===== src/rtl/uart_tx_fifo.sv =====
// uart_tx_fifo: UART transmitter fed by a show-ahead FIFO.
// Producers push characters with single-cycle strobes. Queued characters go
// out back-to-back with no gap between frames.
// Ports:
//   sys_clk, sys_rst_n    clock, asynchronous active-low reset
//   pi_data, pi_flag      character to queue and its write strobe
//   tx                    serial line, idles high
//   busy                  high while a frame is being shifted out
//   fifo_full/fifo_empty  registered occupancy flags
//   fifo_cnt              registered occupancy, 0..FIFO_DEPTH
//   ovf                   one-cycle pulse when a write is dropped because the FIFO is full
module uart_tx_fifo #(
  parameter int unsigned UART_BPS   = 'd9600,
  parameter int unsigned CLK_FREQ   = 'd50_000_000,
  parameter int unsigned DATA_BITS  = 8,
  parameter int unsigned PARITY     = 0,
  parameter int unsigned STOP_BITS  = 1,
  parameter int unsigned FIFO_DEPTH = 16
) (
  input  logic                          sys_clk,
  input  logic                          sys_rst_n,
  input  logic [DATA_BITS-1:0]          pi_data,
  input  logic                          pi_flag,
  output logic                          tx,
  output logic                          busy,
  output logic                          fifo_full,
  output logic                          fifo_empty,
  output logic [$clog2(FIFO_DEPTH):0]   fifo_cnt,
  output logic                          ovf
);

  localparam int unsigned BAUD_CNT_MAX = CLK_FREQ / UART_BPS;
  localparam int unsigned PTR_W        = $clog2(FIFO_DEPTH);
  localparam int unsigned CNT_W        = PTR_W + 1;

  typedef enum logic [2:0] {ST_IDLE, ST_START, ST_DATA, ST_PARITY, ST_STOP} state_t;

  state_t               state_q, state_d;
  logic [15:0]          baud_cnt_q, baud_cnt_d;
  logic [2:0]           bit_idx_q, bit_idx_d;
  logic                 stop_idx_q, stop_idx_d;
  logic [DATA_BITS-1:0] shreg_q, shreg_d;
  logic                 par_q, par_d;
  logic                 tx_q, tx_d;
  logic [PTR_W-1:0]     wr_ptr_q, wr_ptr_d, rd_ptr_q, rd_ptr_d;
  logic [CNT_W-1:0]     cnt_q, cnt_d;
  logic                 full_q, full_d, empty_q, empty_d, ovf_q, ovf_d;
  logic [DATA_BITS-1:0] mem_q [FIFO_DEPTH];
  logic [DATA_BITS-1:0] head;
  logic                 wr_en, pop, baud_end;

  assign head = mem_q[rd_ptr_q];

  always_comb begin
    state_d    = state_q;
    bit_idx_d  = bit_idx_q;
    stop_idx_d = stop_idx_q;
    shreg_d    = shreg_q;
    par_d      = par_q;
    tx_d       = tx_q;
    pop        = 1'b0;
    wr_en      = pi_flag & ~full_q;
    baud_end   = (baud_cnt_q == 16'(BAUD_CNT_MAX - 1));
    baud_cnt_d = (state_q == ST_IDLE || baud_end) ? '0 : baud_cnt_q + 16'd1;

    case (state_q)
      ST_IDLE: begin
        if (!empty_q) begin
          pop     = 1'b1;
          state_d = ST_START;
          tx_d    = 1'b0;
        end
      end
      ST_START: begin
        if (baud_end) begin
          state_d   = ST_DATA;
          bit_idx_d = '0;
          tx_d      = shreg_q[0];
        end
      end
      ST_DATA: begin
        if (baud_end) begin
          if (bit_idx_q == 3'(DATA_BITS - 1)) begin
            if (PARITY != 0) begin
              state_d = ST_PARITY;
              tx_d    = par_q;
            end else begin
              state_d    = ST_STOP;
              stop_idx_d = 1'b0;
              tx_d       = 1'b1;
            end
          end else begin
            // Shift right so the next data bit is always at position 1.
            bit_idx_d = bit_idx_q + 3'd1;
            shreg_d   = shreg_q >> 1;
            tx_d      = shreg_q[1];
          end
        end
      end
      ST_PARITY: begin
        if (baud_end) begin
          state_d    = ST_STOP;
          stop_idx_d = 1'b0;
          tx_d       = 1'b1;
        end
      end
      ST_STOP: begin
        if (baud_end) begin
          if (stop_idx_q == 1'(STOP_BITS - 1)) begin
            if (!empty_q) begin
              pop     = 1'b1;
              state_d = ST_START;
              tx_d    = 1'b0;
            end else begin
              state_d = ST_IDLE;
            end
          end else begin
            stop_idx_d = 1'b1;
          end
        end
      end
      default: begin
        state_d = ST_IDLE;
        tx_d    = 1'b1;
      end
    endcase

    // Parity is fixed at pop time so later shifting cannot disturb it.
    if (pop) begin
      shreg_d = head;
      par_d   = (PARITY == 2) ? ^head : ~^head;
    end

    wr_ptr_d = wr_ptr_q + PTR_W'(wr_en);
    rd_ptr_d = rd_ptr_q + PTR_W'(pop);
    cnt_d    = cnt_q + CNT_W'(wr_en) - CNT_W'(pop);
    full_d   = (cnt_d == CNT_W'(FIFO_DEPTH));
    empty_d  = (cnt_d == '0);
    ovf_d    = pi_flag & full_q;
  end

  always_ff @(posedge sys_clk or negedge sys_rst_n) begin
    if (!sys_rst_n) begin
      state_q    <= ST_IDLE;
      baud_cnt_q <= '0;
      bit_idx_q  <= '0;
      stop_idx_q <= 1'b0;
      shreg_q    <= '0;
      par_q      <= 1'b0;
      tx_q       <= 1'b1;
      wr_ptr_q   <= '0;
      rd_ptr_q   <= '0;
      cnt_q      <= '0;
      full_q     <= 1'b0;
      empty_q    <= 1'b1;
      ovf_q      <= 1'b0;
    end else begin
      state_q    <= state_d;
      baud_cnt_q <= baud_cnt_d;
      bit_idx_q  <= bit_idx_d;
      stop_idx_q <= stop_idx_d;
      shreg_q    <= shreg_d;
      par_q      <= par_d;
      tx_q       <= tx_d;
      wr_ptr_q   <= wr_ptr_d;
      rd_ptr_q   <= rd_ptr_d;
      cnt_q      <= cnt_d;
      full_q     <= full_d;
      empty_q    <= empty_d;
      ovf_q      <= ovf_d;
    end
  end

  always_ff @(posedge sys_clk) begin
    if (wr_en) mem_q[wr_ptr_q] <= pi_data;
  end

  assign tx         = tx_q;
  assign busy       = (state_q != ST_IDLE);
  assign fifo_full  = full_q;
  assign fifo_empty = empty_q;
  assign fifo_cnt   = cnt_q;
  assign ovf        = ovf_q;

endmodule

===== config.mk =====
export PLATFORM = sky130hd
export DESIGN_NAME = uart_tx_fifo
export DESIGN_NICKNAME = d
export VERILOG_FILES = /design/src/rtl/uart_tx_fifo.sv
export SDC_FILE = /design/constraint.sdc
export NUM_CORES = 1
export LEC_CHECK = 0
export BUFFER_PORTS_ARGS = -buffer_cell sky130_fd_sc_hd__buf_4
export CAP_MARGIN = 0
export CORE_MARGIN = 2
export CORE_UTILIZATION = 50
export CTS_BUF_LIST = sky130_fd_sc_hd__clkbuf_8
export DETAILED_ROUTE_END_ITERATION = 10
export PLACE_DENSITY = 0.63
export SLEW_MARGIN = 20
export SYNTH_ARGS = -nofsm -noshare
export SYNTH_HDL_FRONTEND = slang
export SYNTH_SLANG_ARGS = --single-unit

===== constraint.sdc =====
create_clock -name sys_clk -period 3.45 [get_ports sys_clk]
set_input_delay 0.345 -clock sys_clk [delete_from_list [all_inputs] [get_ports sys_clk]]
set_output_delay 0.345 -clock sys_clk [all_outputs]
set_load 0.02 [all_outputs]

==> metrics, run 1 <==
largest net degree at the start of global routing 48; vias per inst 5.55; Net count, final just under 500; Yosys reg bits approximately 180; Crit path largest cell delay about 0.49 ns; Syn Inst Count roughly 430; Main synth FF type edfxtp_1; crit end category flop; crit path launch type flop; die width ~120 µm; ANT nets after route 0; n_diodes 0; YS warnings 0; pwr dens slightly below 600 nW/µm²; Adder-Cell Fraction of Synth Area 0.0203; Remaining Overflow, GRT 0; Starting Density 0.512; crit path kind flop to flop; DR pass1 iterations 4; Final Cycle Share 0.883; drt wl/cell 20.0 µm; overall routing resource usage 0.190; Post-synth EDFFs between 100 and 150; Synthesized Nets 453; Data required, critical path 3.84 ns; Clock Path Buffers 2; CTS tree done; I/O Buffers 20; fin. max-slew vios 0; Net Sw Frac 0.277; Filler cells 1076; Leakage between 2 and 3 nW; Async SR Flop Fraction 0.269; share of cells above drive strength 1 0.214; unrepaired setup endpoints after global routing no; relative slew slack 0.347; most frequent cells in the layout edfxtp_1 (128), dfrtp_1 (44), nor2_1 (36), nand2_1 (33), mux4_2 (32); I/O pins 21; Most Frequent Cell on Critical Path ha_1; core footprint ~14000 µm²; count of different cell masters after synthesis 45; Bufs and invs on worst path 0; mux cell area share after synthesis 0.111; register area share after synthesis 0.704; number of max-cap violations 0; CP max FO 7; P_int approximately 3.3 mW; worst path arrival time between 3 and 4 ns; Min Clock Period, post-route slightly above 3 ns; Post-Syn Area slightly above 7000 µm²; final worst slack about 0.4 ns; clk sinks between 150 and 200; worst hold slack roughly 0.10 ns; initial antenna violation count 0; first-pass GRT wire length between 20000 and 25000 µm; simple-gate area share of the yosys netlist 0.0829; Max IR drop VDD 0.401 mV; Worst Hold Class input port to flop; DRC 0; commonest non-fill, non-tap cell in the layout edfxtp_1; Compound-Gate Fraction of Synth Area 0.0379; worst slack at placement between 0.3 and 0.4 ns; fin util 0.563; final setup skew 0.0129 ns; area delta synth->final 9.89%; DP HPWL just over 8000 µm; Mean Syn Cell Area 16.6 µm²; setup TNS 0 ns; cts repair resizes 0; Die Area ~15000 µm²; switching power about 1.3 mW; worst skew pair latency roughly 0.46 ns; Vias around 3600; gpl congestion 0.838; PnR Total Power between 4 and 5 mW; XOR/XNOR share of the synthesized area 0.0295; CP max stage cell or4_1; Chip Height about 120 µm; clock network fraction of total power 0.269; CP delay by family, top simple AND/OR/NAND/NOR gates; Peak Freq around 330 MHz; DRT iter0 DRCs around 300; DRT Wirelength between 10000 and 15000 µm; CTS Buf Count 17; status finished, final reports clean; H-Tree Depth 4; final setup fails 0; largest family of logic cells by synthesized area multiplexers; Cell Rows 43; Tightest Pin Transition around 1 ns; Seq pwr share 0.578; vias in the first global route roughly 3600; clk slew on worst S/H paths approximately 0.08 ns; Comb pwr share 0.153; final hold vios 0; clock root buffer clkbuf_8; critical path cell sequence ha_1, and3b_1, nand4_2, a21boi_1, xnor2_1, ha_1, fa_1, xor2_1, or4_1, nor2b_1
-- cell usage after synthesis (2+ instances only) --
cell type	n	area share
xnor2_1	12	0.015
a21o_1	2	0.0021
nand4_1	3	0.0026
mux4_2	32	0.10
and2_1	3	0.0026
nand2_1	33	0.017
xor2_1	12	0.015
and3_2	2	0.0021
dfstp_2	2	0.0074
ha_1	10	0.018
and3_1	2	0.0018
o21ai_1	6	0.0042
nand2b_1	4	0.0035
or3_1	3	0.0026
inv_1	6	0.0032
nor2_1	36	0.019
clkbuf_1	9	0.0047
a21oi_1	6	0.0042
edfxtp_1	128	0.54
nor3_1	7	0.0049
buf_2	6	0.0042
o21ai_0	7	0.0049
nand3_1	9	0.0063
buf_1	2	0.0011
dfrtp_1	45	0.16
a22oi_1	16	0.017
and4bb_2	2	0.0035
mux2i_1	7	0.0098
nor2b_1	3	0.0026
-- through the flow --
| step | std cells | instance area (µm²) |
|---|---|---|
| floorplan | 431 | 7140 |
| global placement | 619 | 7500 |
| detailed placement | 619 | 7500 |
| CTS | 652 | 7840 |
| global route | 652 | 7840 |
| finish | 652 | 7840 |
-- sequential cells by signal, indices dropped and copies added (netlist names) --
register / count
fifo_full: 1
fifo_cnt: 5
mem_q: 128
baud_cnt_q: 16
bit_idx_q: 3
state_q: 3
rd_ptr_q: 4
shreg_q: 8
fifo_empty: 1
ovf: 1
tx: 1
wr_ptr_q: 4
-- cells by family (layout without fill, tap and decap cells) --
kind of cell	Yosys count	in the layout
AOI/OAI and AO/OA	42	42
buffers and inverters	24	65
xor gates and xnor gates	24	24
muxes	39	39
DFF	175	175
and+or+nand+nor	116	116
adders and majority gates	11	11
-- per-layer routing --
layer	share of wire	track usage	up-vias	wire (µm)
met4	0.0087	0.0597	0	114
met2	0.50	0.294	69	6500
met5	0	0	-	0
li1	-	-	1694	-
met1	0.44	0.266	1848	5760
met3	0.053	0.0530	7	686
-- final timing paths --
| path | slack [ns] | from | endpoint | cells after the start |
|---|---|---|---|---|
| min reg2reg | 0.47 | baud_cnt_q[0] | baud_cnt_q[0] | 1 |
| max reg2reg | 0.40 | baud_cnt_q[0] | fifo_full | 10 |
| min in group asynchronous | 0.44 | sys_rst_n | fifo_cnt[4] | 2 |
| max | 0.40 | baud_cnt_q[0] | fifo_full | 10 |
| max in group asynchronous | 2.58 | sys_rst_n | rd_ptr_q[0] | 2 |
| min | 0.10 | pi_flag | ovf | 2 |
-- worst reg2reg max path, stage by stage (launching register included) --
cell and delay (ns):
dfrtp_1 0.38, ha_1 0.27, and3b_1 0.20, nand4_2 0.20, a21boi_1 0.36, xnor2_1 0.14
ha_1 0.23, fa_1 0.41, xor2_1 0.18, or4_1 0.49, nor2b_1 0.13
-- power groups by stage --
stage | logic (mW) | clock network [mW] | registers, mW
2_1_floorplan | 0.420 | 0 | 2.69
3_3_place_gp | 0.691 | 0 | 2.67
3_5_place_dp | 0.705 | 0 | 2.68
4_1_cts | 0.712 | 1.24 | 2.64
5_1_grt | 0.779 | 1.33 | 2.66
6_report | 0.697 | 1.22 | 2.63
-- cell type report --
type / count / area [µm²] / share of cell area
Timing Repair Buffer: 27 / 218 / 0.0278
Multi-Input combinational cell: 232 / 2020 / 0.257
Tap cell: 180 / 225 / 0.0287
Inverter: 6 / 22.5 / 0.00287
Clock inverter: 15 / 100 / 0.0128
Clock buffer: 17 / 234 / 0.0298
Sequential cell: 175 / 5020 / 0.641
-- what timing repair did --
action | 4_1_cts | 5_1_grt
hold endpoints to repair | 45 | 0
setup buffers | 0 | 0
hold buffers | 1 | 0
(Power assumes the default switching activity.)
==> inputs of run 2 (changes only) <==
Clock period 3.45 ns to 3.38 ns, I/O delays scaled along.
==> metrics, run 2 (synthesis results as in run 1) <==
status finished, final reports clean; Tightest Pin Transition 0.963 ns; Die Area approximately 15000 µm²; clk sinks 175; most frequent cells in the layout edfxtp_1 (128), dfrtp_1 (44), nor2_1 (36), nand2_1 (33), mux4_2 (32); drt wl/cell around 20 µm; Clock Path Buffers 2; I/O pins 21; crit path kind flop to flop; DRT Wirelength approximately 13000 µm; gpl congestion 0.819; area delta synth->final 10.1%; number of max-cap violations 0; DP HPWL ~8300 µm; Cell Rows between 40 and 50; crit path launch type flop; Placed Cells 621; non-filler cells, final 654; n_diodes 0; Largest Register mem_q; Leakage around 2.9 nW; largest net degree at the start of global routing 48; DRC 0; die width 123 µm; core footprint between 10000 and 15000 µm²; Final Cycle Share 0.899; H-Tree Depth 4; Top Registers mem_q x128, baud_cnt_q x16, shreg_q x8; met2 Use GR 0.302; CP max FO 7; Vias 3660; clock root buffer clkbuf_8; Data required, critical path approximately 3.8 ns; CP max stage cell or4_1; Remaining Overflow, GRT 0; DRT iter0 DRCs approximately 290; vias per inst ~5.6; fin. max-slew vios 0; max FFs per register roughly 130; pwr dens between 600 and 700 nW/µm²; unrepaired setup endpoints after global routing no; met3 Use GR 0.0406; Most Frequent Cell on Critical Path ha_1; Chip Height between 100 and 150 µm; worst path arrival time roughly 3.4 ns; initial antenna violation count 0; total setup buffers inserted after CTS 0; Bufs and invs on worst path 0; worst hold slack 0.0970 ns; setup TNS 0 ns; worst skew pair latency approximately 0.46 ns; CTS tree done; critical path cell sequence ha_1, and3b_1, nand4_2, a21boi_1, xnor2_1, ha_1, fa_1, xor2_1, or4_1, nor2_1; relative slew slack 0.356; final hold vios 0; Max IR drop VDD approximately 0.47 mV; M1 GR Usage 0.278; CTS Buf Count 17; Net count, final approximately 480; first-pass GRT wire length 21100 µm; Starting Density 0.512; ANT nets after route 0; final setup fails 0; clk slew on worst S/H paths approximately 0.08 ns; worst slack at placement roughly 0.34 ns; final setup skew roughly 0.011 ns; Min Clock Period, post-route a little over 3 ns; I/O Buffers 20; placed instance area 7490 µm²; Worst Hold Class input port to flop; overall routing resource usage 0.196; final worst slack ~0.34 ns; CP delay by family, top simple AND/OR/NAND/NOR gates; commonest non-fill, non-tap cell in the layout edfxtp_1; Crit path largest cell delay 0.50 ns; share of cells above drive strength 1 0.215; Most Crowded Layer GR met2; vias in the first global route about 3800; crit end category flop; Peak Freq around 330 MHz; DR pass1 iterations 4; Finished Cell Area 7860 µm²
-- run 2: cell types whose count changed in the layout (fill, tap and decap cells not counted), sizes merged --
cell      change
clkinvlp      -2
bufinv        +1
clkinv        +3
buf           +2
inv           -2
-- run 2: layout make-up --
class	instances	area, µm²
Multi-Input combinational cell	232	2010
Clock buffer	17	234
Timing Repair Buffer	29	220
Fill cell	1063	6080
Inverter	6	22.5
Sequential cell	175	5020
Tap cell	180	225
Clock inverter	15	121
-- run 2: metrics by stage --
stage | utilization | power (mW)
6_report | 0.564 | 4.72
5_1_grt | 0.564 | 4.93
4_1_cts | 0.564 | 4.76
3_5_place_dp | 0.537 | 3.46
3_3_place_gp | 0.537 | 3.43
2_1_floorplan | - | 3.18
-- run 2: what timing repair did --
item / 4_1_cts / 5_1_grt
hold buffers: 1 / 0
gates resized for setup: 0 / 0
endpoints found under the hold margin: 45 / 0
-- run 2: power breakdown --
group	internal [mW]	switching [mW]	total (mW)
clock network	0.576	0.742	1.32
registers	2.57	0.116	2.69
logic	0.294	0.427	0.721
-- run 2: routing by layer --
layer  vias to the layer above  share of wire
met5                         -              0
met4                         0          0.022
met3                        24          0.035
met2                        59           0.49
met1                      1878           0.45
li1                       1699              -
-- run 2: final timing paths --
check | start | to | slack [ns] | cells past startpoint
max reg2reg | baud_cnt_q[0] | fifo_empty | 0.34 | 10
min reg2reg | baud_cnt_q[0] | baud_cnt_q[0] | 0.47 | 1
max in group asynchronous | sys_rst_n | rd_ptr_q[0] | 2.51 | 2
max | baud_cnt_q[0] | fifo_empty | 0.34 | 10
min | pi_flag | ovf | 0.1 | 2
min in group asynchronous | sys_rst_n | fifo_full | 0.44 | 2
==> inputs of run 3 (changes only) <==
Settings changed: CORE_UTILIZATION 50 to 40, PLACE_DENSITY 0.63 to 0.52.
==> metrics, run 3 (synthesis results as in run 1) <==
Final Cycle Share 0.900; die width 138 µm; total setup buffers inserted after CTS 0; most frequent cells in the layout edfxtp_1 (128), dfrtp_1 (44), nor2_1 (36), nand2_1 (33); gpl congestion about 0.80; Hold EP ovf; Hold Path Stages 2; DR pass1 iterations 5; DRC 0; I/O Buffers 20; Tightest Pin Transition roughly 0.98 ns; RR Startpoint baud_cnt_q[0]; Vias around 3700; Clock Path Buffers 2; setup TNS 0 ns; n_diodes 0; Peak Freq 329 MHz; Net count, final around 500; Worst Hold Class input port to flop; Remaining Overflow, GRT 0; status finished, final reports clean; drt wl/cell 20.0 µm; H-Tree Depth 4; worst hold slack between 0.09 and 0.1 ns; fin. max-slew vios 0; Cell Rows 48; ANT nets after route 0; Most Frequent Cell on Critical Path ha_1; critical path cell sequence ha_1, and3b_1, nand4_2, a21boi_1, xnor2_1, ha_1, fa_1, xor2_1, or4_1, nor2_1; clock root buffer clkbuf_8; initial antenna violation count 0; worst path arrival time 3.44 ns; CP delay by family, top simple AND/OR/NAND/NOR gates; final setup skew 0.00929 ns; DRT iter0 DRCs 247; number of max-cap violations 0; final hold vios 0; clk slew on worst S/H paths roughly 0.090 ns; DRT Wirelength ~14000 µm; Bufs and invs on worst path 0; overall routing resource usage 0.165; crit path launch type flop; pwr dens about 600 nW/µm²; Max IR drop VDD 0.346 mV; worst skew pair latency ~0.47 ns; CTS Buf Count 17; reg2reg path depth 10; unrepaired setup endpoints after global routing no; PnR Total Power between 4 and 5 mW; crit path kind flop to flop; commonest non-fill, non-tap cell in the layout edfxtp_1; relative slew slack 0.347; Top Registers mem_q x128, baud_cnt_q x16, shreg_q x8; Largest Register mem_q; final setup fails 0; Die Area ~19000 µm²; CP max FO 7; Data required, critical path between 3 and 4 ns; vias in the first global route between 3000 and 4000; DP HPWL about 9000 µm; first-pass GRT wire length ~22000 µm; CP max stage cell or4_1; CTS tree done; Crit path largest cell delay 0.50 ns; Chip Height between 100 and 150 µm; crit end category flop; min-delay src pi_flag; reg-to-reg slack, setup 0.34 ns; largest net degree at the start of global routing 48; Min Clock Period, post-route between 3 and 4 ns; Leakage ~3 nW; Worst R2R End fifo_empty; area delta synth->final 12.5%; vias per inst 5.27; Starting Density 0.411; I/O pins 21; max FFs per register approximately 130; share of cells above drive strength 1 0.229; core footprint roughly 17000 µm²; clk sinks roughly 180; crit path from baud_cnt_q[0]
==> run 3: timing repair <==
action / CTS / global route
hold buffers: 1 / 0
endpoints found under the hold margin: 45 / 0
gates resized for setup: 0 / 0
==> run 3: metrics by stage <==
step	utilization	instances	cell area, µm²	setup WS (ns)
6_report	0.463	705	8030	0.337
5_1_grt	0.463	705	8030	0.105
4_1_cts	0.463	705	8030	0.278
3_5_place_dp	0.439	672	7620	0.296
3_3_place_gp	0.439	672	7620	0.418
2_1_floorplan	-	431	7140	0.465
==> run 3: layer usage <==
layer / routed length (µm) / global-route usage
met2: 6830 / 0.257
met1: 6550 / 0.231
met5: 0 / 0
met3: 527 / 0.0408
met4: 188 / 0.0515
==> run 3: how the worst max path moves through the flow <==
stage	endpoint	slack, ns	depth (start not counted)
5_1_grt	fifo_empty	0.10	10
2_1_floorplan	fifo_full	0.46	11
3_5_place_dp	fifo_empty	0.30	10
4_1_cts	fifo_empty	0.28	10
3_3_place_gp	fifo_full	0.42	10
6_report	fifo_empty	0.34	10
==> run 3: worst register-to-register path: stages (launching register included) <==
cell and delay, ns:
dfrtp_1 0.38, ha_1 0.26, and3b_1 0.20, nand4_2 0.20
a21boi_1 0.36, xnor2_1 0.14, ha_1 0.22, fa_1 0.41
xor2_1 0.19, or4_1 0.50, nor2_1 0.12
==> run 3: area by class of cell <==
| type | count | area, µm² |
|---|---|---|
| inverters | 6 | 22.5 |
| clock inverters | 15 | 170 |
| clock buffers | 17 | 234 |
| multi-input cells | 232 | 2010 |
| repair buffers | 35 | 290 |
| fillers | 1509 | 9330 |
| flip-flops and latches | 175 | 5020 |
| well taps | 225 | 282 |
==> run 3: where the power goes <==
| group | total, mW | internal (mW) | leakage [nW] | switching (mW) |
|---|---|---|---|---|
| Sequential | 2.68 | 2.57 | 1.75 | 0.115 |
| Clock | 1.46 | 0.622 | 0.204 | 0.838 |
| Combinational | 0.741 | 0.307 | 0.970 | 0.434 |
| Total | 4.88 | 3.50 | 2.92 | 1.39 |
